File: config.mk
export PLATFORM = sky130hd
export DESIGN_NAME = shift_seq_ctrl_flat
export DESIGN_NICKNAME = d
export VERILOG_FILES = /design/src/rtl/shift_ctrl_pkg.sv /design/src/rtl/shift_seq_ctrl_if.sv /design/src/rtl/piso_core.sv /design/src/rtl/shift_seq_ctrl.sv /design/src/flat_wrapper.sv
export SDC_FILE = /design/constraint.sdc
export NUM_CORES = 1
export LEC_CHECK = 0
export CELL_PAD_IN_SITES_DETAIL_PLACEMENT = 0
export CELL_PAD_IN_SITES_GLOBAL_PLACEMENT = 1
export CORE_UTILIZATION = 30
export CTS_CLUSTER_SIZE = 8
export DETAILED_ROUTE_END_ITERATION = 16
export DONT_BUFFER_PORTS = 1
export GPL_TIMING_DRIVEN = 0
export PLACE_DENSITY = 0.6
export SYNTH_ARGS = -nofsm -noshare
export SYNTH_HDL_FRONTEND = slang
export SYNTH_SLANG_ARGS = --single-unit
export TNS_END_PERCENT = 20
File: constraint.sdc
create_clock -name clk -period 1.73 [get_ports clk]
set_input_delay 0.173 -clock clk [delete_from_list [all_inputs] [get_ports clk]]
set_output_delay 0.173 -clock clk [all_outputs]
set_load 0.03 [all_outputs]
File: src/rtl/shift_ctrl_pkg.sv
// Shared types and default sizing for the parallel-in/serial-out controller.
package shift_ctrl_pkg;

  localparam int unsigned DEF_WIDTH = 4;
  localparam int unsigned DEF_CNT_W = 8;

  typedef enum logic [0:0] {
    IDLE  = 1'b0,
    SHIFT = 1'b1
  } state_t;

endpackage

File: src/rtl/shift_seq_ctrl_if.sv
// Load handshake, serial output stream and status of the serialiser.
interface shift_seq_ctrl_if #(
  parameter int unsigned WIDTH = shift_ctrl_pkg::DEF_WIDTH,
  parameter int unsigned CNT_W = shift_ctrl_pkg::DEF_CNT_W
);
  logic             in_valid;
  logic [WIDTH-1:0] in_data;
  logic             in_ready;
  logic             out_ready;
  logic             abort;
  logic             sout;
  logic             sout_valid;
  logic             sout_last;
  logic             busy;
  logic [CNT_W-1:0] word_cnt;

  modport master (
    output in_valid, in_data, out_ready, abort,
    input  in_ready, sout, sout_valid, sout_last, busy, word_cnt
  );

  modport slave (
    input  in_valid, in_data, out_ready, abort,
    output in_ready, sout, sout_valid, sout_last, busy, word_cnt
  );
endinterface

File: src/rtl/piso_core.sv
// Parallel-load shift register with MSB tap; clear beats load beats shift.
module piso_core #(
  parameter int unsigned WIDTH = shift_ctrl_pkg::DEF_WIDTH
) (
  input  logic             clk,
  input  logic             rst,
  input  logic             load,
  input  logic             shift_en,
  input  logic             clear,
  input  logic [WIDTH-1:0] din,
  output logic             msb
);
  logic [WIDTH-1:0] sreg_q;

  always_ff @(posedge clk or negedge rst) begin
    if (!rst)          sreg_q <= '0;
    else if (clear)    sreg_q <= '0;
    else if (load)     sreg_q <= din;
    else if (shift_en) sreg_q <= {sreg_q[WIDTH-2:0], 1'b0};
  end

  assign msb = sreg_q[WIDTH-1];
endmodule

File: src/rtl/shift_seq_ctrl.sv
// Serialises parallel words MSB first with zero-bubble reload, stall, abort
// and a wrapping count of completed words.
module shift_seq_ctrl #(
  parameter int unsigned WIDTH = shift_ctrl_pkg::DEF_WIDTH,
  parameter int unsigned CNT_W = shift_ctrl_pkg::DEF_CNT_W
) (
  input logic             clk,
  input logic             rst,
  shift_seq_ctrl_if.slave bus
);
  import shift_ctrl_pkg::*;

  localparam int unsigned BW = $clog2(WIDTH);

  state_t          state_q, state_d;
  logic [BW-1:0]   bit_cnt_q, bit_cnt_d;
  logic [CNT_W-1:0] word_cnt_q;
  logic            rst_meta_q, rst_ok_q;
  logic            shifting, last_bit, accept, xfer;
  logic            load, shift_en, clear, word_done;
  logic            msb;

  // Reset release is synchronised before the handshake may open
  always_ff @(posedge clk or negedge rst) begin
    if (!rst) begin
      rst_meta_q <= 1'b0;
      rst_ok_q   <= 1'b0;
    end else begin
      rst_meta_q <= 1'b1;
      rst_ok_q   <= rst_meta_q;
    end
  end

  assign shifting = (state_q == SHIFT);
  assign last_bit = shifting && (bit_cnt_q == '0);
  assign xfer     = shifting && bus.out_ready && !bus.abort;

  assign bus.in_ready   = rst_ok_q && !bus.abort &&
                          (!shifting || (last_bit && bus.out_ready));
  assign accept         = bus.in_valid && bus.in_ready;
  assign bus.sout       = shifting && msb;
  assign bus.sout_valid = shifting;
  assign bus.sout_last  = last_bit;
  assign bus.busy       = shifting;
  assign bus.word_cnt   = word_cnt_q;

  always_ff @(posedge clk or negedge rst) begin
    if (!rst) begin
      state_q    <= IDLE;
      bit_cnt_q  <= '0;
      word_cnt_q <= '0;
    end else begin
      state_q   <= state_d;
      bit_cnt_q <= bit_cnt_d;
      if (word_done) word_cnt_q <= word_cnt_q + CNT_W'(1);
    end
  end

  // Next state and datapath controls; abort overrides everything
  always_comb begin
    state_d   = state_q;
    bit_cnt_d = bit_cnt_q;
    load      = 1'b0;
    shift_en  = 1'b0;
    clear     = 1'b0;
    word_done = 1'b0;
    if (bus.abort) begin
      state_d   = IDLE;
      bit_cnt_d = '0;
      clear     = 1'b1;
    end else begin
      case (state_q)
        IDLE: begin
          if (accept) begin
            state_d   = SHIFT;
            bit_cnt_d = BW'(WIDTH - 1);
            load      = 1'b1;
          end
        end
        SHIFT: begin
          if (xfer) begin
            shift_en = 1'b1;
            if (last_bit) begin
              word_done = 1'b1;
              if (accept) begin
                bit_cnt_d = BW'(WIDTH - 1);
                load      = 1'b1;
              end else begin
                state_d = IDLE;
              end
            end else begin
              bit_cnt_d = bit_cnt_q - BW'(1);
            end
          end
        end
        default: state_d = IDLE;
      endcase
    end
  end

  piso_core #(.WIDTH(WIDTH)) u_core (
    .clk      (clk),
    .rst      (rst),
    .load     (load),
    .shift_en (shift_en),
    .clear    (clear),
    .din      (bus.in_data),
    .msb      (msb)
  );
endmodule

File: src/flat_wrapper.sv
// flat-port wrapper written by rule: the top's interface ports become plain ports
module shift_seq_ctrl_flat import shift_ctrl_pkg::*;
#(
  parameter int unsigned WIDTH = shift_ctrl_pkg::DEF_WIDTH,
  parameter int unsigned CNT_W = shift_ctrl_pkg::DEF_CNT_W
)
  (clk, rst, bus_in_valid, bus_in_data, bus_out_ready, bus_abort, bus_in_ready, bus_sout, bus_sout_valid, bus_sout_last, bus_busy, bus_word_cnt);
  shift_seq_ctrl_if #(.WIDTH(WIDTH), .CNT_W(CNT_W)) bus_i ();
  input logic clk;
  input logic rst;
  input wire logic [$bits(bus_i.in_valid)-1:0] bus_in_valid;
  input wire logic [$bits(bus_i.in_data)-1:0] bus_in_data;
  input wire logic [$bits(bus_i.out_ready)-1:0] bus_out_ready;
  input wire logic [$bits(bus_i.abort)-1:0] bus_abort;
  output wire logic [$bits(bus_i.in_ready)-1:0] bus_in_ready;
  output wire logic [$bits(bus_i.sout)-1:0] bus_sout;
  output wire logic [$bits(bus_i.sout_valid)-1:0] bus_sout_valid;
  output wire logic [$bits(bus_i.sout_last)-1:0] bus_sout_last;
  output wire logic [$bits(bus_i.busy)-1:0] bus_busy;
  output wire logic [$bits(bus_i.word_cnt)-1:0] bus_word_cnt;
  assign bus_i.in_valid = bus_in_valid;
  assign bus_i.in_data = bus_in_data;
  assign bus_i.out_ready = bus_out_ready;
  assign bus_i.abort = bus_abort;
  assign bus_in_ready = bus_i.in_ready;
  assign bus_sout = bus_i.sout;
  assign bus_sout_valid = bus_i.sout_valid;
  assign bus_sout_last = bus_i.sout_last;
  assign bus_busy = bus_i.busy;
  assign bus_word_cnt = bus_i.word_cnt;
  shift_seq_ctrl #(.WIDTH(WIDTH), .CNT_W(CNT_W)) u_core (.clk(clk), .rst(rst), .bus(bus_i));
endmodule
-- Yosys cells after proc, flatten, opt, wreduce, memory -nomap -nowiden
Cells that the tools add are included.
- flip-flop bits (word level): 17
- input port bits: 9
- output and inout port bits: 13
- logic and storage cells: 48
- add/subtract/negate cells: 2
- equality and inequality tests: 1
- multiplexer cells: 25
- bitwise logic cells: 1
- reduce and logical (&&, ||, !) cells: 13
- operators by type and width (operator ; count):
    2-to-1 mux 1 bit ; 15
    2-to-1 mux 4 bit ; 3
    adder 8 x 1 -> 8 bit (second input constant) ; 1
    logical AND 1 bit ; 8
    2-to-1 mux 2 bit ; 4
    one-hot mux 1 bit (2 select lines) ; 2
    one-hot mux 2 bit (2 select lines) ; 1
    != test 3 bit (second input constant) ; 1
    nonzero test 3 bit ; 1
    zero test 1 bit ; 2
    zero test 2 bit ; 1
    subtractor 2 x 1 -> 2 bit (second input constant) ; 1
    logical OR 1 bit ; 1
    inverter 1 bit ; 1

-- Longest topological paths before layout
- depth after elaboration: 13
- mapped depth: 6
- mapped depth without buffers: 5

-- Cells and area by module
A second synthesis with hierarchy kept.
- cell total of the unflattened synthesis: 82
- area total of the unflattened synthesis: 865.8 µm²
- modules (own cells, without submodules) (module ; times used ; cells an instance ; area an instance (µm²) ; seq. area each (µm²)):
    shift_seq_ctrl ; 1 ; 65 ; 673.1 ; 325.3
    piso_core ; 1 ; 17 ; 192.7 ; 100.1

-- Least setup slack after synthesis
Ideal clock, no wire load.
- path kind: reg-to-output
- start point: reg u_core.state_q, in the netlist u_core.bus.busy
- end point: out bus_in_ready
- arrival: 1528 ps
- data required time: 1557 ps
- path slack: 29 ps
- cell stages (with the launch flop): 3
- buffers on the path: 0
- cells stage by stage: dfrtp_1 a21boi_2 nor3b_1
- cells in the longest elaborated chain, start to end: 4
- elaborated cells on any way between the ends: 5
- those cells by class: reduce/logical (5)
- ends and longest elaborated chain (element ; line ; text):
    start, declared ; shift_seq_ctrl.sv:15 ; state_t state_q, state_d;
    start signal, assigned ; shift_seq_ctrl.sv:53 ; state_q <= state_d;
    logical AND 1 bit ; shift_seq_ctrl.sv:35 ; assign last_bit = shifting && (bit_cnt_q == '0);
    logical AND 1 bit ; shift_seq_ctrl.sv:39 ; (!shifting || (last_bit && bus.out_ready));
    logical OR 1 bit * ; shift_seq_ctrl.sv:39 ;
    logical AND 1 bit * ; shift_seq_ctrl.sv:38 ; assign bus.in_ready = rst_ok_q && !bus.abort &&
    end, declared ; flat_wrapper.sv:15 ; output wire logic [$bits(bus_i.in_ready)-1:0] bus_in_ready;
Mark *: on every way between the ends. The rest lies on a longest branch, timed or not.

-- Final worst setup path
- start point: reg u_core.bit_cnt_q[0]
- end point: out bus_in_ready
- cells in the longest elaborated chain, start to end: 5
- ends and longest elaborated chain (element ; line ; text):
    start, declared ; shift_seq_ctrl.sv:16 ; logic [BW-1:0] bit_cnt_q, bit_cnt_d;
    start signal, assigned ; shift_seq_ctrl.sv:54 ; bit_cnt_q <= bit_cnt_d;
    zero test 2 bit ; shift_seq_ctrl.sv:35 ;
    logical AND 1 bit ; shift_seq_ctrl.sv:35 ;
    logical AND 1 bit ; shift_seq_ctrl.sv:39 ;
    logical OR 1 bit ; shift_seq_ctrl.sv:39 ;
    logical AND 1 bit ; shift_seq_ctrl.sv:38 ;
No other way between the ends.

==> flow_metrics.py <==
metrics = {
    "yosys": {
        "syn_inst": 76,
        "ys_ff_latch": 17,
        "syn_avg_cell_area_sq_um": 11.18,
        "yosysWarnings": 0,
        "synth_area_sq_um": 849.6,
        "seq_area_frac_synth": 0.5007,
        "synth_nets": 87,
        "ys_types": 28,
    },
    "clock_tree": {
        "cts_num_sinks": 17,
        "clk_latency_ps": 290,
        "root_buffer": "clkbuf_4",
        "clkTransAtPathRegs_ps": 100,
        "cts_tree": "yes",
        "cts_buffers": 3,
        "clockBufferDepth": 2,
        "htreeDepth": 1,
    },
    "worst_setup_path": {
        "path_buf_inv": 1,
        "crit_fanout": 9,
        "crit_path_end_kind": "output pin",
        "required_ps": 1560,
        "cp_cell_sequence": "inv_1 > ha_4 > a21boi_4 > nor3b_4",
        "cpPeakStageDelay_ps": 410,
        "start_kind": "register",
        "crit_slowest_cell": "dfrtp_1",
        "crit_family": "flip-flops",
        "critical_path_class": "reg2out",
        "crit_arrival_ps": 1450,
    },
    "final_layout": {
        "utilization": 0.3865,
        "multi_input_area_sq_um": 431.7,
        "nets": 97,
        "area_delta_synth_final_pct": 16.79,
        "drive_gt1_frac": 0.1647,
        "final_cells": 115,
        "layout.area.seq_sq_um": 426.7,
        "nFillCells": 280,
        "diodes": 0,
        "design_area_sq_um": 992.2,
    },
    "status": {
        "status": "completed",
    },
    "pwr": {
        "p_sw_frac": 0.3553,
        "p_sw_uw": 331.0,
        "powerDensity_nw_per_um2": 939.0,
        "fin_total_pwr_uw": 931.7,
        "ir_worst_vdd_mv": 0.5325,
        "p_comb_frac": 0.157,
        "seq_power_share": 0.615,
        "p_int_uw": 600.7,
        "p_leak_nw": 0.4506,
        "p_clk_frac": 0.228,
    },
    "timing": {
        "fmax_mhz": 616.1,
        "fin_skew_ps": 1.074,
        "setup-violations-final": 0,
        "fin_hold_ws_ps": 40.72,
        "rsz0062_at_grt": "no",
        "worst_pin_slew_ps": 771.6,
        "period_share": 0.9383,
        "hold_viol_final": 0,
        "relSlewSlack": 0.4839,
        "maxSlewViolCount": 0,
        "fin_setup_tns_ps": 0,
        "worst_slack_ps": 106.8,
        "min_period_ps": 1623,
    },
    "placement": {
        "routabilityCongestion": 0.7807,
        "placed_area_sq_um": 887.1,
        "port_buffers": 0,
        "dpl.cell_count": 106,
        "place_ws_ps": -136.7,
        "dp_hpwl_um": 1204,
    },
    "global_routing": {
        "grt_pass1_wl_um": 3008,
        "grt_max_degree": 18,
        "gr-usage-all-layers": 0.1264,
        "grt_pass1_vias": 589,
        "antenna_found_initial": 0,
        "grt-ovfl-total": 0,
    },
    "floorplanning": {
        "die_h_um": 55.22,
        "start_util": 0.3309,
        "rows": 18,
        "die-area_sq_um": 3049,
        "io_pins": 22,
        "coreArea_sq_um": 2567,
        "die-width_um": 55.22,
    },
    "routing": {
        "first_pass_iters": 4,
        "wl_um": 1732,
        "vias": 602,
        "drt_iter0_markers": 12,
        "postRouteAntennaNets": 0,
        "drc": 0,
        "via_per_inst": 5.235,
        "avgRoutedWirePerCell_um": 15.06,
    },
    "min_path": {
        "hold_path_class": "in2reg",
    },
    "flow_run": {
        "max-cap-violations": 0,
    },
}
[registers in the layout, summed over array words and instances (netlist names)]
name / flops
u_core.rst_ok_q: 1
u_core.u_core.sreg_q: 4
u_core.rst_meta_q: 1
u_core.bus.word_cnt: 8
u_core.bus.busy: 1
u_core.bit_cnt_q: 2
[power by group through the flow]
stage	combinational (mW)	clock [mW]	sequential (mW)
detailed placement	0.117	0	0.583
CTS	0.138	0.228	0.575
global route	0.165	0.246	0.585
global placement	0.112	0	0.582
finish	0.146	0.213	0.573
floorplan	0.0992	0	0.562
[repair_timing]
action                                  4_1_cts  5_1_grt
setup buffers                                 0        2
pin swaps                                     1        1
endpoints found under the setup margin        1        1
resized for setup                             5        1
endpoints found under the hold margin        22        0
hold buffers                                  3        0
[Yosys cell counts]
| master | instances | area [sq um] |
|---|---|---|
| nand4_1 | 5 | 31.28 |
| a21oi_1 | 1 | 5.000 |
| buf_4 | 1 | 7.510 |
| nor2_1 | 4 | 15.01 |
| o21ai_0 | 5 | 25.02 |
| o2bb2ai_1 | 1 | 8.760 |
| and3_1 | 2 | 12.51 |
| mux2_2 | 1 | 11.26 |
| inv_1 | 3 | 11.26 |
| xnor2_1 | 6 | 52.55 |
| nand2_1 | 2 | 7.510 |
| ha_1 | 2 | 25.02 |
| and4b_1 | 1 | 10.01 |
| nand3b_4 | 1 | 20.02 |
| dfrtp_1 | 17 | 425.4 |
| buf_2 | 1 | 5.000 |
| or2_1 | 1 | 6.260 |
| nor3_1 | 3 | 15.01 |
| conb_1 | 1 | 3.750 |
| nor2b_1 | 1 | 6.260 |
| o311a_1 | 2 | 20.02 |
| nor3b_1 | 1 | 7.510 |
| xor2_1 | 1 | 8.760 |
| a21boi_2 | 1 | 11.26 |
| a311oi_1 | 3 | 26.28 |
| or3b_1 | 3 | 26.28 |
| and3b_1 | 3 | 26.28 |
| and2_1 | 3 | 18.77 |
[layout make-up]
class / count / area share
buffer: 2 / 0.01261
clock buffer: 3 / 0.02270
clock inverter: 1 / 0.005044
inverter: 3 / 0.01135
multi-input combinational: 54 / 0.4351
sequential: 17 / 0.4300
tap: 30 / 0.03783
timing repair buffer: 5 / 0.04540
[per-layer routing]
metal  wire length (um)  up-vias  GRT usage
li1                   -      298          -
met1                804      293     0.1724
met2                819        9     0.1842
met3                 93        2    0.03981
met4                 15        0    0.05357
met5                  0        -          0
[logic make-up after synthesis]
logic type | after synthesis | share of synthesized area
AND/OR/NAND/NOR | 30 | 0.2386
flip-flops | 17 | 0.5007
AO/OA/AOI/OAI | 13 | 0.1134
XOR/XNOR | 7 | 0.07217
buffers and inverters | 5 | 0.02798
adder cells (fa/ha/maj) | 2 | 0.02945
other | 1 | 0.004414
multiplexers | 1 | 0.01325
[final timing paths]
path                                      endpoint  cells after the start                start  slack [ps]
hold / removal                     u_core.bus.busy                      2         bus_in_valid          40
hold reg to reg                    u_core.rst_ok_q                      0    u_core.rst_meta_q         360
setup reg to reg           u_core.u_core.sreg_q[1]                      5  u_core.bit_cnt_q[0]         190
setup / recovery                      bus_in_ready                      4  u_core.bit_cnt_q[0]         110
min in group asynchronous  u_core.u_core.sreg_q[2]                      1                  rst         400
max in group asynchronous          u_core.bus.busy                      1                  rst         810
[cell usage in the layout, fill, tap and decap left out, drive strengths merged, types with 2 or more instances in the layout]
master	netlist	layout
dfrtp	17	17
xnor2	6	6
o21ai	5	5
nand4	5	5
nor2	4	4
buf	2	4
inv	3	3
and2	3	3
and3b	3	3
or3b	3	3
nor3	3	3
a311oi	3	3
clkbuf	0	3
dlygate4sd3	0	3
and3	2	2
nand2	2	2
o311a	2	2
ha	2	2
(Power assumes the default switching activity.)
